## config.mk

```make
export PLATFORM = sky130hd
export DESIGN_NAME = stage_pipe_reg
export DESIGN_NICKNAME = d
export VERILOG_FILES = /design/src/rtl/stage_pipe_reg.sv
export SDC_FILE = /design/constraint.sdc
export NUM_CORES = 1
export LEC_CHECK = 0
export ABC_AREA = 1
export BUFFER_PORTS_ARGS = -buffer_cell sky130_fd_sc_hd__buf_2
export CORE_ASPECT_RATIO = 0.5
export CORE_MARGIN = 10
export CORE_UTILIZATION = 51
export CTS_BUF_LIST = sky130_fd_sc_hd__clkbuf_2
export CTS_CLUSTER_SIZE = 10
export DETAILED_ROUTE_END_ITERATION = 8
export PLACE_DENSITY = 0.84
export SLEW_MARGIN = 20
export SYNTH_ARGS = -nofsm -noshare
export SYNTH_HDL_FRONTEND = slang
export SYNTH_SLANG_ARGS = --single-unit
```

## constraint.sdc

```tcl
create_clock -name clk -period 2.64 [get_ports clk]
set_clock_uncertainty 0.2 [all_clocks]
set_input_delay 0.528 -clock clk [delete_from_list [all_inputs] [get_ports clk]]
set_output_delay 0.528 -clock clk [all_outputs]
set_load 0.005 [all_outputs]
```

## src/rtl/stage_pipe_reg.sv

```systemverilog
// Parametrised pipeline-boundary register: NCH write-back channels carried across DEPTH
// stages, with hold / bubble / flush control decoded from the global stall vector.
module stage_pipe_reg #(
    parameter int STAGE   = 4,
    parameter int STALL_W = 6,
    parameter int NCH     = 3,
    parameter int ADDR_W  = 5,
    parameter int DATA_W  = 32,
    parameter int DEPTH   = 1,
    parameter int CNT_W   = 16
) (
    input  logic                  clk,
    input  logic                  rst,
    input  logic [STALL_W-1:0]    stall,
    input  logic                  flush,
    input  logic                  in_valid,
    input  logic [NCH-1:0]        in_we,
    input  logic [NCH*ADDR_W-1:0] in_addr,
    input  logic [NCH*DATA_W-1:0] in_data,
    output logic                  out_valid,
    output logic [NCH-1:0]        out_we,
    output logic [NCH*ADDR_W-1:0] out_addr,
    output logic [NCH*DATA_W-1:0] out_data,
    input  logic                  cnt_clr,
    output logic [CNT_W-1:0]      hold_cnt,
    output logic [CNT_W-1:0]      bubble_cnt
);

    typedef enum logic [1:0] {
        CTL_LOAD   = 2'd0,
        CTL_BUBBLE = 2'd1,
        CTL_HOLD   = 2'd2,
        CTL_FLUSH  = 2'd3
    } ctl_e;

    localparam logic [CNT_W-1:0]      CNT_MAX   = {CNT_W{1'b1}};
    localparam logic [CNT_W-1:0]      CNT_ONE   = {{(CNT_W-1){1'b0}}, 1'b1};
    localparam logic [CNT_W-1:0]      CNT_ZERO  = {CNT_W{1'b0}};
    localparam logic [NCH-1:0]        WE_ZERO   = {NCH{1'b0}};
    localparam logic [NCH*ADDR_W-1:0] ADDR_ZERO = {(NCH*ADDR_W){1'b0}};
    localparam logic [NCH*DATA_W-1:0] DATA_ZERO = {(NCH*DATA_W){1'b0}};

    function automatic logic [CNT_W-1:0] sat_inc(input logic [CNT_W-1:0] v);
        if (v == CNT_MAX) begin
            return v;
        end else begin
            return v + CNT_ONE;
        end
    endfunction

    ctl_e                  ctl_s;
    logic [DEPTH-1:0]      valid_q, valid_d;
    logic [NCH-1:0]        we_q   [DEPTH];
    logic [NCH-1:0]        we_d   [DEPTH];
    logic [NCH*ADDR_W-1:0] addr_q [DEPTH];
    logic [NCH*ADDR_W-1:0] addr_d [DEPTH];
    logic [NCH*DATA_W-1:0] data_q [DEPTH];
    logic [NCH*DATA_W-1:0] data_d [DEPTH];
    logic [CNT_W-1:0]      hold_cnt_q, hold_cnt_d;
    logic [CNT_W-1:0]      bubble_cnt_q, bubble_cnt_d;
    logic                  stall_unused_s;

    // Only two stall bits matter to this boundary; fold the rest away.
    assign stall_unused_s = ^stall;

    // Decode the boundary control in priority order (reset is applied in the datapath).
    always_comb begin
        ctl_s = CTL_LOAD;
        if (flush) begin
            ctl_s = CTL_FLUSH;
        end else if (stall[STAGE]) begin
            if (stall[STAGE+1]) begin
                ctl_s = CTL_HOLD;
            end else begin
                ctl_s = CTL_BUBBLE;
            end
        end else begin
            ctl_s = CTL_LOAD;
        end
    end

    // Next-state of every slot; HOLD falls through to the defaults.
    always_comb begin
        valid_d = valid_q;
        we_d    = we_q;
        addr_d  = addr_q;
        data_d  = data_q;
        if (rst || (ctl_s == CTL_FLUSH)) begin
            for (int k = 0; k < DEPTH; k++) begin
                valid_d[k] = 1'b0;
                we_d[k]    = WE_ZERO;
                addr_d[k]  = ADDR_ZERO;
                data_d[k]  = DATA_ZERO;
            end
        end else begin
            case (ctl_s)
                CTL_LOAD, CTL_BUBBLE: begin
                    // A bubble is a fully zeroed slot, so address 0 doubles as the NOP register.
                    valid_d[0] = (ctl_s == CTL_LOAD) ? in_valid : 1'b0;
                    we_d[0]    = (ctl_s == CTL_LOAD) ? in_we    : WE_ZERO;
                    addr_d[0]  = (ctl_s == CTL_LOAD) ? in_addr  : ADDR_ZERO;
                    data_d[0]  = (ctl_s == CTL_LOAD) ? in_data  : DATA_ZERO;
                    for (int k = 1; k < DEPTH; k++) begin
                        valid_d[k] = valid_q[k-1];
                        we_d[k]    = we_q[k-1];
                        addr_d[k]  = addr_q[k-1];
                        data_d[k]  = data_q[k-1];
                    end
                end
                default: begin
                    valid_d = valid_q;
                end
            endcase
        end
    end

    // Saturating performance counters; a clear beats a same-cycle increment.
    always_comb begin
        hold_cnt_d   = hold_cnt_q;
        bubble_cnt_d = bubble_cnt_q;
        if (rst || cnt_clr) begin
            hold_cnt_d   = CNT_ZERO;
            bubble_cnt_d = CNT_ZERO;
        end else if (ctl_s == CTL_HOLD) begin
            hold_cnt_d = sat_inc(hold_cnt_q);
        end else if (ctl_s == CTL_BUBBLE) begin
            bubble_cnt_d = sat_inc(bubble_cnt_q);
        end else begin
            hold_cnt_d = hold_cnt_q;
        end
    end

    // State registers.
    always_ff @(posedge clk) begin
        valid_q      <= valid_d;
        we_q         <= we_d;
        addr_q       <= addr_d;
        data_q       <= data_d;
        hold_cnt_q   <= hold_cnt_d;
        bubble_cnt_q <= bubble_cnt_d;
    end

    assign out_valid  = valid_q[DEPTH-1];
    assign out_we     = we_q[DEPTH-1];
    assign out_addr   = addr_q[DEPTH-1];
    assign out_data   = data_q[DEPTH-1];
    assign hold_cnt   = hold_cnt_q;
    assign bubble_cnt = bubble_cnt_q;

endmodule

```

==> impl_results.md, run 1 <==
- Status: completed
- Post-synth net total: between 900 and 1000
- Final wirelength: 24.7 mm
- Post-synth top area cell: dfxtp_1
- Layout area overhead: 42.2%
- Synth area leaders: dfxtp_1 (45%), nand3_1 (11%), o21ai_0 (8.0%)
- Syn Area/Cell: approximately 7.8 um^2
- Crit end category: output pin
- CP max FO: 7
- Top cells by count, synth: dfxtp_1 (147), nand3_1 (142), o21ai_0 (104), a21oi_1 (86), nand2_1 (83)
- Setup-failing EPs final: 0
- Static Leak: 3.86 nW
- Buf/Inv on CP: 1
- Clk Latency, worst-skew pair: 0.70 ns
- FF-to-FF path depth: 8
- Largest net degree at the start of global routing: 116
- Num CTS Buffers: 17
- Unrepaired setup endpoints after global routing: false
- Largest stage delay, worst path: 0.51 ns
- I/O Pins: 272
- Required time worst endpoint: 1.91 ns
- Port Buffers: 267
- Top-count cell post-synth: dfxtp_1
- Min setup slack post-route: 0.556 ns
- Via/cell ratio: 5.59
- Width of the die: about 180 um
- Slowest cell on the critical path: dfxtp_1
- Remaining Overflow, GRT: 0
- Number of flops mapped to enable cells by yosys: 0
- Slew Limit Fails: 0
- Hold path depth: 5
- Via Count: 7603
- DRC Markers: 0
- Die Span Y: 99.7 um
- Hold Path Class: input pin to flop
- Vias in the first global route: 7397
- DR WL/cell: 18.1 um
- Maximum vdd drop: between 0.0002 and 0.00025 V
- GP Congestion: 0.894
- Worst EP arrival: around 1.4 ns
- Final Hold Fails: 0
- Cell family with the largest share of critical-path delay: flip-flops
- CTS tree: yes
- Max-Cap Viols: 0
- Setup crit start kind: flop
- H-tree level count: 4
- Register-to-register setup slack: 0.70 ns
- Yosys Warn Count: 0
- # clock sinks: 147
- Synthesized area: about 6500 um^2
- Crit path time final: 2.08 ns
- Ys async rst share: 0%
- DR iter-0 viols: 605
- Detailed Place HPWL: 14.6 mm
- Most common flop cell mapped by yosys: dfxtp_1
- Yosys reg bits: 147
- Die Area: 17900 um^2
- Clock root cell: clkbuf_2
- Worst path cell trace: buf_2
- CORE AREA: 12100 um^2
- Routed Antenna Nets: 0
- Kind of critical path: flop to output pin
- Fin nets: 1303
- Clk pin slew, worst setup/hold paths: between 0.2 and 0.25 ns
- Layout cells sized above 1: between 30% and 40%
- WHS Endpoint: hold_cnt[11]
- First-pass GRT wire length: 37.9 mm
- Fmax: 480 MHz
- Post-synthesis cell count: 829
- Fin Setup TNS: 0 ns
- Yosys cell types: 32
- Hold path start: cnt_clr
- Register area share after synthesis: between 40% and 50%
- FF-to-FF Start: hold_cnt[0]
- Starting density of the core: between 50% and 60%
- Pwr Density: 456 nW/um^2
- DR pass1 iterations: 8
- Row count: 28
- Max Buffers Root-to-Sink: 2
- Yosys top cell area share: 45.4%
- CTS resizes: 0
- Final Cycle Share: ~80%
- Initial antenna violation count: 6
- Worst reg2reg path endpoint: hold_cnt[9]
- Fillers: 870
- Post-Place Setup Slack: roughly 0.46 ns
- Gr usage total: 25.4%
- Least-Margin Pin Slew: 0.689 ns
- Max-slew headroom at the worst pin: 54.1%
cell families (layout without fill, tap and decap cells):
| family | after synthesis | after routing | synth area share, % |
|---|---|---|---|
| XOR/XNOR | 6 | 6 | 0.811 |
| buffers and inverters | 97 | 457 | 7.32 |
| flip-flops | 147 | 147 | 45.4 |
| adder cells (fa/ha/maj) | 2 | 2 | 0.386 |
| other | 0 | 6 | 0 |
| AO/OA/AOI/OAI | 257 | 257 | 22.9 |
| AND/OR/NAND/NOR | 320 | 320 | 23.1 |
routing by layer:
metal	global-route usage [%]	share of wire, %
met3	8.82	9.4
met4	15.4	4.4
met5	0	0
met1	27.0	36
met2	43.5	50
per-stage QoR:
step                power (mW)  hold WS [ns]  area [um^2]  utilization, %  std cells
finish                    4.20        0.0449         9210            76.0       1360
global route              4.35        0.0134         9210            76.0       1360
CTS                       4.19       0.00967         9200            75.9       1354
detailed placement        2.78         0.263         7810            64.5       1207
global placement          2.77         0.257         7810            64.5       1207
floorplan                 2.59         0.269         6480               -        829
final cells by class:
type / instances / area (um^2) / share of cell area [%]
Timing Repair Buffer: 394 / 2630 / 28.5
Sequential cell: 147 / 2940 / 31.9
Clock buffer: 20 / 100 / 1.09
Clock inverter: 12 / 134 / 1.45
Inverter: 31 / 119 / 1.29
Multi-Input combinational cell: 585 / 3070 / 33.3
Tap cell: 165 / 206 / 2.24
Antenna cell: 6 / 15.0 / 0.163
placed cells by master (no fill, tap or decap), types with 20 or more instances in the layout:
| master | count |
|---|---|
| a21oi_1 | 86 |
| a21oi_2 | 50 |
| buf_2 | 266 |
| clkbuf_2 | 20 |
| dfxtp_1 | 147 |
| dlygate4sd3_1 | 115 |
| inv_1 | 26 |
| nand2_1 | 83 |
| nand3_1 | 142 |
| nor2_1 | 62 |
| o21ai_0 | 104 |
registers in the layout, summed over array words and instances, names as in the netlist:
name        cells
hold_cnt       16
bubble_cnt     16
out_addr       15
out_we          3
out_data       96
out_valid       1
power by group:
| part | leakage [nW] | internal [mW] | switching (mW) |
|---|---|---|---|
| sequential | 1.19 | 2.27 | 0.0233 |
| combinational | 2.54 | 0.284 | 0.326 |
| clock | 0.133 | 0.444 | 0.852 |
| total | 3.86 | 3.00 | 1.20 |
worst min-delay path: cells and delay by family:
| family | cells | cell delay [ns] |
|---|---|---|
| buf+inv | 2 | 0.24 |
| simple gates | 3 | 0.14 |
how the worst max path moves through the flow:
stage                    from        endpoint  depth (start not counted)
4_1_cts        bubble_cnt[11]  bubble_cnt[11]                          1
2_1_floorplan   bubble_cnt[0]  bubble_cnt[10]                          9
3_5_place_dp         stall[4]     out_addr[6]                          7
5_1_grt          hold_cnt[12]    hold_cnt[12]                          1
3_3_place_gp         stall[4]    out_data[33]                          7
6_report         hold_cnt[12]    hold_cnt[12]                          1
timing repair:
action,in CTS,in global routing
hold endpoints to repair,115,0
buffers inserted,0,0
hold buffers,115,0
No activity file was read; power rests on OpenSTA's default activity.
==> run 2, diff against run 1 <==
CORE_UTILIZATION = 45   (was 51)
PLACE_DENSITY = 0.79   (was 0.84)
clock period = 1.8 ns   (was 2.64 ns; I/O delays follow)
==> run 2 against run 1 <==
- the run now ends with setup timing left
- final cell count increased by 7.1%
- via count rose by 10%
- global-route usage is 1.2 points lower
- worst hold slack gained 0.033 ns
- critical path depth rose by 5
- combinational power is 74% higher
==> impl_results.md, run 2 (synthesis gave the netlist of run 1 again) <==
- CP Depth: 6 (+5)
- Most common cell after layout, fill and taps aside: buf_2
- Clock root cell: clkbuf_2
- GP Congestion: 0.878 (-1.7%)
- CTS tree: yes
- Max-slew headroom at the worst pin: 49.5% (-4.6 points)
- First-pass GRT wire length: 39.8 mm (+5.1%)
- Slew Limit Fails: 0 (unchanged)
- Max Buffers Root-to-Sink: 2 (unchanged)
- DR WL/cell: 20.6 um (+13%)
- DR iter-0 viols: 790 (+31%)
- # clock sinks: 147 (unchanged)
- Clk Latency, worst-skew pair: 0.65 ns (-0.05 ns)
- Detailed Place HPWL: 15.3 mm (+5.0%)
- I/O Pins: 272 (unchanged)
- Crit path time final: 1.82 ns
- Via Count: 8368 (+10%)
- Row count: 30 (+7.1%)
- Buf/Inv on CP: 4 (+3)
- Routed Antenna Nets: 0 (unchanged)
- Failing checks: setup timing
- Hold path depth: 5 (unchanged)
- Max reg flops: 96 (unchanged)
- Worst path cell trace: dlygate4sd3_1 -> buf_2 -> or2_4 -> buf_12 -> a21oi_2 -> dlygate4sd3_1
- Slowest cell on the critical path: dlygate4sd3_1
- Required time worst endpoint: 2.21 ns (+0.30 ns)
- FF-to-FF path depth: 8 (unchanged)
- Overall power: 6.33 mW (+51%)
- Pwr Density: 586 nW/um^2 (+29%)
- Initial antenna violation count: 3 (-3)
- Die Area: 19900 um^2 (+11%)
- Final wirelength: 29.9 mm (+21%)
- H-tree level count: 4 (unchanged)
- Unrepaired setup endpoints after global routing: true
- Final Hold Fails: 0 (unchanged)
- Port Buffers: 267 (unchanged)
- Hold Path Class: input pin to flop
- Gr usage total: 24.2% (-1.2 points)
- Crit end category: flop
- DR pass1 iterations: 6 (-2)
- Kind of critical path: input pin to flop
- Via/cell ratio: 5.75 (+2.8%)
- Layout cells sized above 1: 45.8% (+13 points)
- Least-Margin Pin Slew: 0.754 ns (+0.0659 ns)
- Cell family with the largest share of critical-path delay: buffers and inverters
- Starting density of the core: 46.9% (-6.5 points)
- Worst EP arrival: 2.23 ns (+0.87 ns)
- Status: finished, violations left
- Die Span Y: 105 um (+5.2%)
- Setup crit start kind: input pin
- Setup-failing EPs final: 2 (+2)
- Commonest non-fill, non-tap cells in the layout: buf_2 (167), nand3_1 (142), dlygate4sd3_1 (132), dfxtp_2 (110), o21ai_0 (104)
- Width of the die: 190 um (+5.7%)
- Static Leak: 4.44 nW (+15%)
- Largest net degree at the start of global routing: 72 (-38%)
- Maximum vdd drop: 0.000357 V (+46%)
- CP dominant cell by count: dlygate4sd3_1
- Fin nets: 1373 (+5.4%)
- Fmax: between 500 and 600 MHz
- Clk pin slew, worst setup/hold paths: 0.24 ns (+0.03 ns)
- Hold_ws: 0.0774 ns (+0.0326 ns)
- Num CTS Buffers: 17 (unchanged)
- Vias in the first global route: 7702 (+4.1%)
- Largest stage delay, worst path: 0.55 ns (+0.04 ns)
- Remaining Overflow, GRT: 0 (unchanged)
- Layout area overhead: 66.7%
- Max-Cap Viols: 0 (unchanged)
- Min setup slack post-route: -0.0211 ns (-0.577 ns)
- CORE AREA: 13800 um^2 (+14%)
- Final Cycle Share: 101%
- CP max FO: 30 (+23)
- DRC Markers: 0 (unchanged)
## run 2: cell type report
class / instances / area (um^2)
Clock inverter: 13 / 135
Tap cell: 192 / 240
Clock buffer: 19 / 95.1
Inverter: 31 / 119
Sequential cell: 147 / 3160
Fill cell: 856 / 3010
Multi-Input combinational cell: 587 / 3140
Antenna cell: 5 / 12.5
Timing Repair Buffer: 462 / 3890
## run 2: repair_timing
action / 4_1_cts / 5_1_grt
buffers inserted: 22 / 19
pin swaps: 0 / 7
hold buffers: 131 / 3
gates cloned: 0 / 3
setup endpoints to repair: 63 / 163
endpoints found under the hold margin: 147 / 6
resized for setup: 95 / 175
## run 2: layer usage
metal	routed length (um)	up-vias	part of all wire, %	GRT usage (%)
met5	0	-	0	0
li1	-	3694	-	-
met3	2860	161	9.6	7.80
met1	10800	3947	36	26.1
met2	14700	566	49	41.9
met4	1560	0	5.2	12.3
## run 2: through the flow
stage               worst slack (ns)  instances  cell area [um^2]  utilization, %  setup TNS [ns]
finish                       -0.0211       1456             10800            78.2         -0.0258
detailed placement            0.0113       1250              8030            58.1               0
global placement              0.0505       1250              8030            58.1               0
CTS                          -0.0411       1427              9910            71.7          -0.123
global route                  -0.103       1454             10800            78.1           -2.82
floorplan                     0.0942        829              6480               -               0
## run 2: worst paths after layout
path / start / end / slack (ns)
min: flush / hold_cnt[0] / 0.08
max reg2reg: hold_cnt[1] / hold_cnt[13] / 0.01
min reg2reg: out_valid / out_valid / 0.30
max: rst / out_data[30] / -0.02
## run 2: worst reg2reg max path, cell delays in order (launching register included)
cell and delay (ns):
dfxtp_2 0.40, ha_1 0.17, nand3_1 0.12, inv_1 0.13, nand2_2 0.09, nor3_1 0.28
nor2_1 0.11, nor2_1 0.14, nor2_1 0.08
## run 2: power by group
part           internal (mW)  total, mW  switching [mW]
sequential              3.30       3.35          0.0456
clock                  0.643       1.93            1.29
combinational          0.524       1.06           0.532
total                   4.47       6.33            1.86
==> run 3, diff against run 2 <==
SKIP_CTS_REPAIR_TIMING = 1   (was default)
==> run 3 against run 2 <==
- the run still ends with setup timing left
- wire length decreased by 7.4%
- sequential cell count unchanged
- clock power about the same
- first-iteration DRC count decreased by 11%
- global-route usage decreased by 4.7 points
- die area unchanged
- critical path type unchanged
- largest power group unchanged
- highest routed layer unchanged
==> impl_results.md, run 3 (synthesis gave the netlist of run 1 again) <==
- Status: finished, violations left
- Failing checks: setup timing
- Setup crit start: cnt_clr
- Max-Cap Viols: 0 (unchanged)
- FF-to-FF path depth: 9 (+1)
- DR WL/cell: 19.1 um (-7.0%)
- Min setup slack post-route: -0.188 ns (-0.167 ns)
- Register-to-register setup slack: 0.04 ns (+0.03 ns)
- Routed Antenna Nets: 0 (unchanged)
- Setup crit start kind: input pin
- CORE AREA: 13800 um^2 (unchanged)
- DR iter-0 viols: 701 (-11%)
- Worst reg2reg path endpoint: bubble_cnt[6]
- Max-slew headroom at the worst pin: 58.8% (+9.3 points)
- Worst setup endpoint: bubble_cnt[8]
- Max reg flops: 96 (unchanged)
- Initial antenna violation count: 5 (+2)
- CP max FO: 10 (-67%)
- Max Buffers Root-to-Sink: 2 (unchanged)
- Clk pin slew, worst setup/hold paths: 0.23 ns (about the same)
- CP dominant cell by count: dlygate4sd3_1
- Hold Path Class: input pin to flop
- CTS tree: yes
- Slew Limit Fails: 0 (unchanged)
- Commonest non-fill, non-tap cells in the layout: buf_2 (157), nand3_1 (141), dlygate4sd3_1 (123), buf_6 (117), dfxtp_2 (115)
- Largest stage delay, worst path: 0.67 ns (+0.12 ns)
- GP Congestion: 0.878 (unchanged)
- Row count: 30 (unchanged)
- Width of the die: 190 um (unchanged)
- Maximum vdd drop: 0.000338 V (-5.5%)
- Slowest cell on the critical path: dlygate4sd3_1
- Placed Cells: 1250 (unchanged)
- Remaining Overflow, GRT: 0 (unchanged)
- Final wirelength: 27.7 mm (-7.4%)
- Fin nets: 1366 (-0.51%)
- Crit end category: flop
- Fmax: 503 MHz (-8.4%)
- Final Util: 78.1% (-0.10 points)
- Gr usage total: 19.5% (-4.7 points)
- Fin cells: 1450 (-0.41%)
- Buf/Inv on CP: 4 (unchanged)
- Clock root cell: clkbuf_2
- Detailed Place HPWL: 15.3 mm (unchanged)
- DR pass1 iterations: 5 (-1)
- FF-to-FF Start: bubble_cnt[0]
- H-tree level count: 4 (unchanged)
- CP Depth: 6 (unchanged)
- Worst path cell trace: dlygate4sd3_1 -> buf_2 -> nor2_1 -> dlygate4sd3_1 -> clkinv_1 -> nor3b_1
- Starting density of the core: 46.9% (unchanged)
- Num CTS Buffers: 17 (unchanged)
- Pwr Density: 580 nW/um^2 (-1.0%)
- Cell family with the largest share of critical-path delay: buffers and inverters
- Final Cycle Share: 110% (+9.3 points)
- Die Area: 19900 um^2 (unchanged)
- Clk Latency, worst-skew pair: 0.68 ns (+0.03 ns)
- Final Hold Fails: 0 (unchanged)
- Port Buffers: 267 (unchanged)
- Layout area overhead: 66.4%
- I/O Pins: 272 (unchanged)
- Worst EP arrival: 2.41 ns (+0.18 ns)
- Die Span Y: 105 um (unchanged)
- Kind of critical path: input pin to flop
- Vias in the first global route: 6310 (-18%)
- # clock sinks: 147 (unchanged)
- Crit path time final: 1.99 ns (+0.167 ns)
- Layout cells sized above 1: 46.3% (+0.58 points)
- Most common cell after layout, fill and taps aside: buf_2
- Setup-failing EPs final: 33 (+31)
- Largest net degree at the start of global routing: 72 (unchanged)
- DRC Markers: 0 (unchanged)
- Least-Margin Pin Slew: 0.618 ns (-0.137 ns)
- Via/cell ratio: 5.55 (-3.5%)
- Via Count: 8041 (-3.9%)
- Static Leak: 4.41 nW (-0.72%)
- First-pass GRT wire length: 32.4 mm (-19%)
- Required time worst endpoint: 2.23 ns (+0.02 ns)
- Unrepaired setup endpoints after global routing: true
run 3: final cells by class:
| class | instances | area [um^2] |
|---|---|---|
| repair buffers | 453 | 3880 |
| flip-flops and latches | 147 | 3150 |
| multi-input cells | 589 | 3150 |
| fillers | 835 | 3030 |
| well taps | 192 | 240 |
| clock inverters | 13 | 135 |
| inverters | 31 | 119 |
| clock buffers | 19 | 95.1 |
| diodes | 6 | 15.0 |
run 3: per-layer routing:
layer  part of all wire (%)  routed length (um)  GRT usage [%]  vias up
li1                       -                   -              -     3674
met1                     37               10100           21.3     3823
met2                     50               13800           33.3      431
met3                    8.8                2430           7.80      113
met4                    4.7                1300           7.38        0
met5                      0                   0              0        -
run 3: worst min-delay path by stage:
stage	start	endpoint	cells past startpoint
3_5_place_dp	out_data[8]	out_data[8]	2
5_1_grt	stall[4]	out_we[1]	5
3_3_place_gp	out_addr[10]	out_addr[10]	2
6_report	stall[5]	hold_cnt[0]	6
2_1_floorplan	out_data[75]	out_data[75]	2
4_1_cts	in_data[1]	out_data[1]	3
run 3: stage by stage:
step / total power [mW] / setup WS (ns) / setup TNS [ns] / cell area [um^2] / hold WS [ns]
finish: 6.26 / -0.188 / -3.07 / 10800 / 0.0486
CTS: 6.01 / -0.158 / -2.98 / 8260 / -0.354
floorplan: 3.80 / 0.0942 / 0 / 6480 / 0.269
global placement: 4.09 / 0.0505 / 0 / 8030 / 0.257
detailed placement: 4.11 / 0.0113 / 0 / 8030 / 0.264
global route: 6.51 / -0.158 / -5.58 / 10800 / 0.0172
run 3: report_power, final:
| part | internal, mW | switching, mW |
|---|---|---|
| combinational | 0.505 | 0.504 |
| sequential | 3.31 | 0.0452 |
| clock | 0.644 | 1.25 |
| total | 4.46 | 1.80 |
run 3: worst min-delay path: stages:
cell,delay [ns]
buf_2,0.12
nand2_2,0.11
nor2_4,0.07
nand2_2,0.09
o21ai_1,0.06
nor2_1,0.07
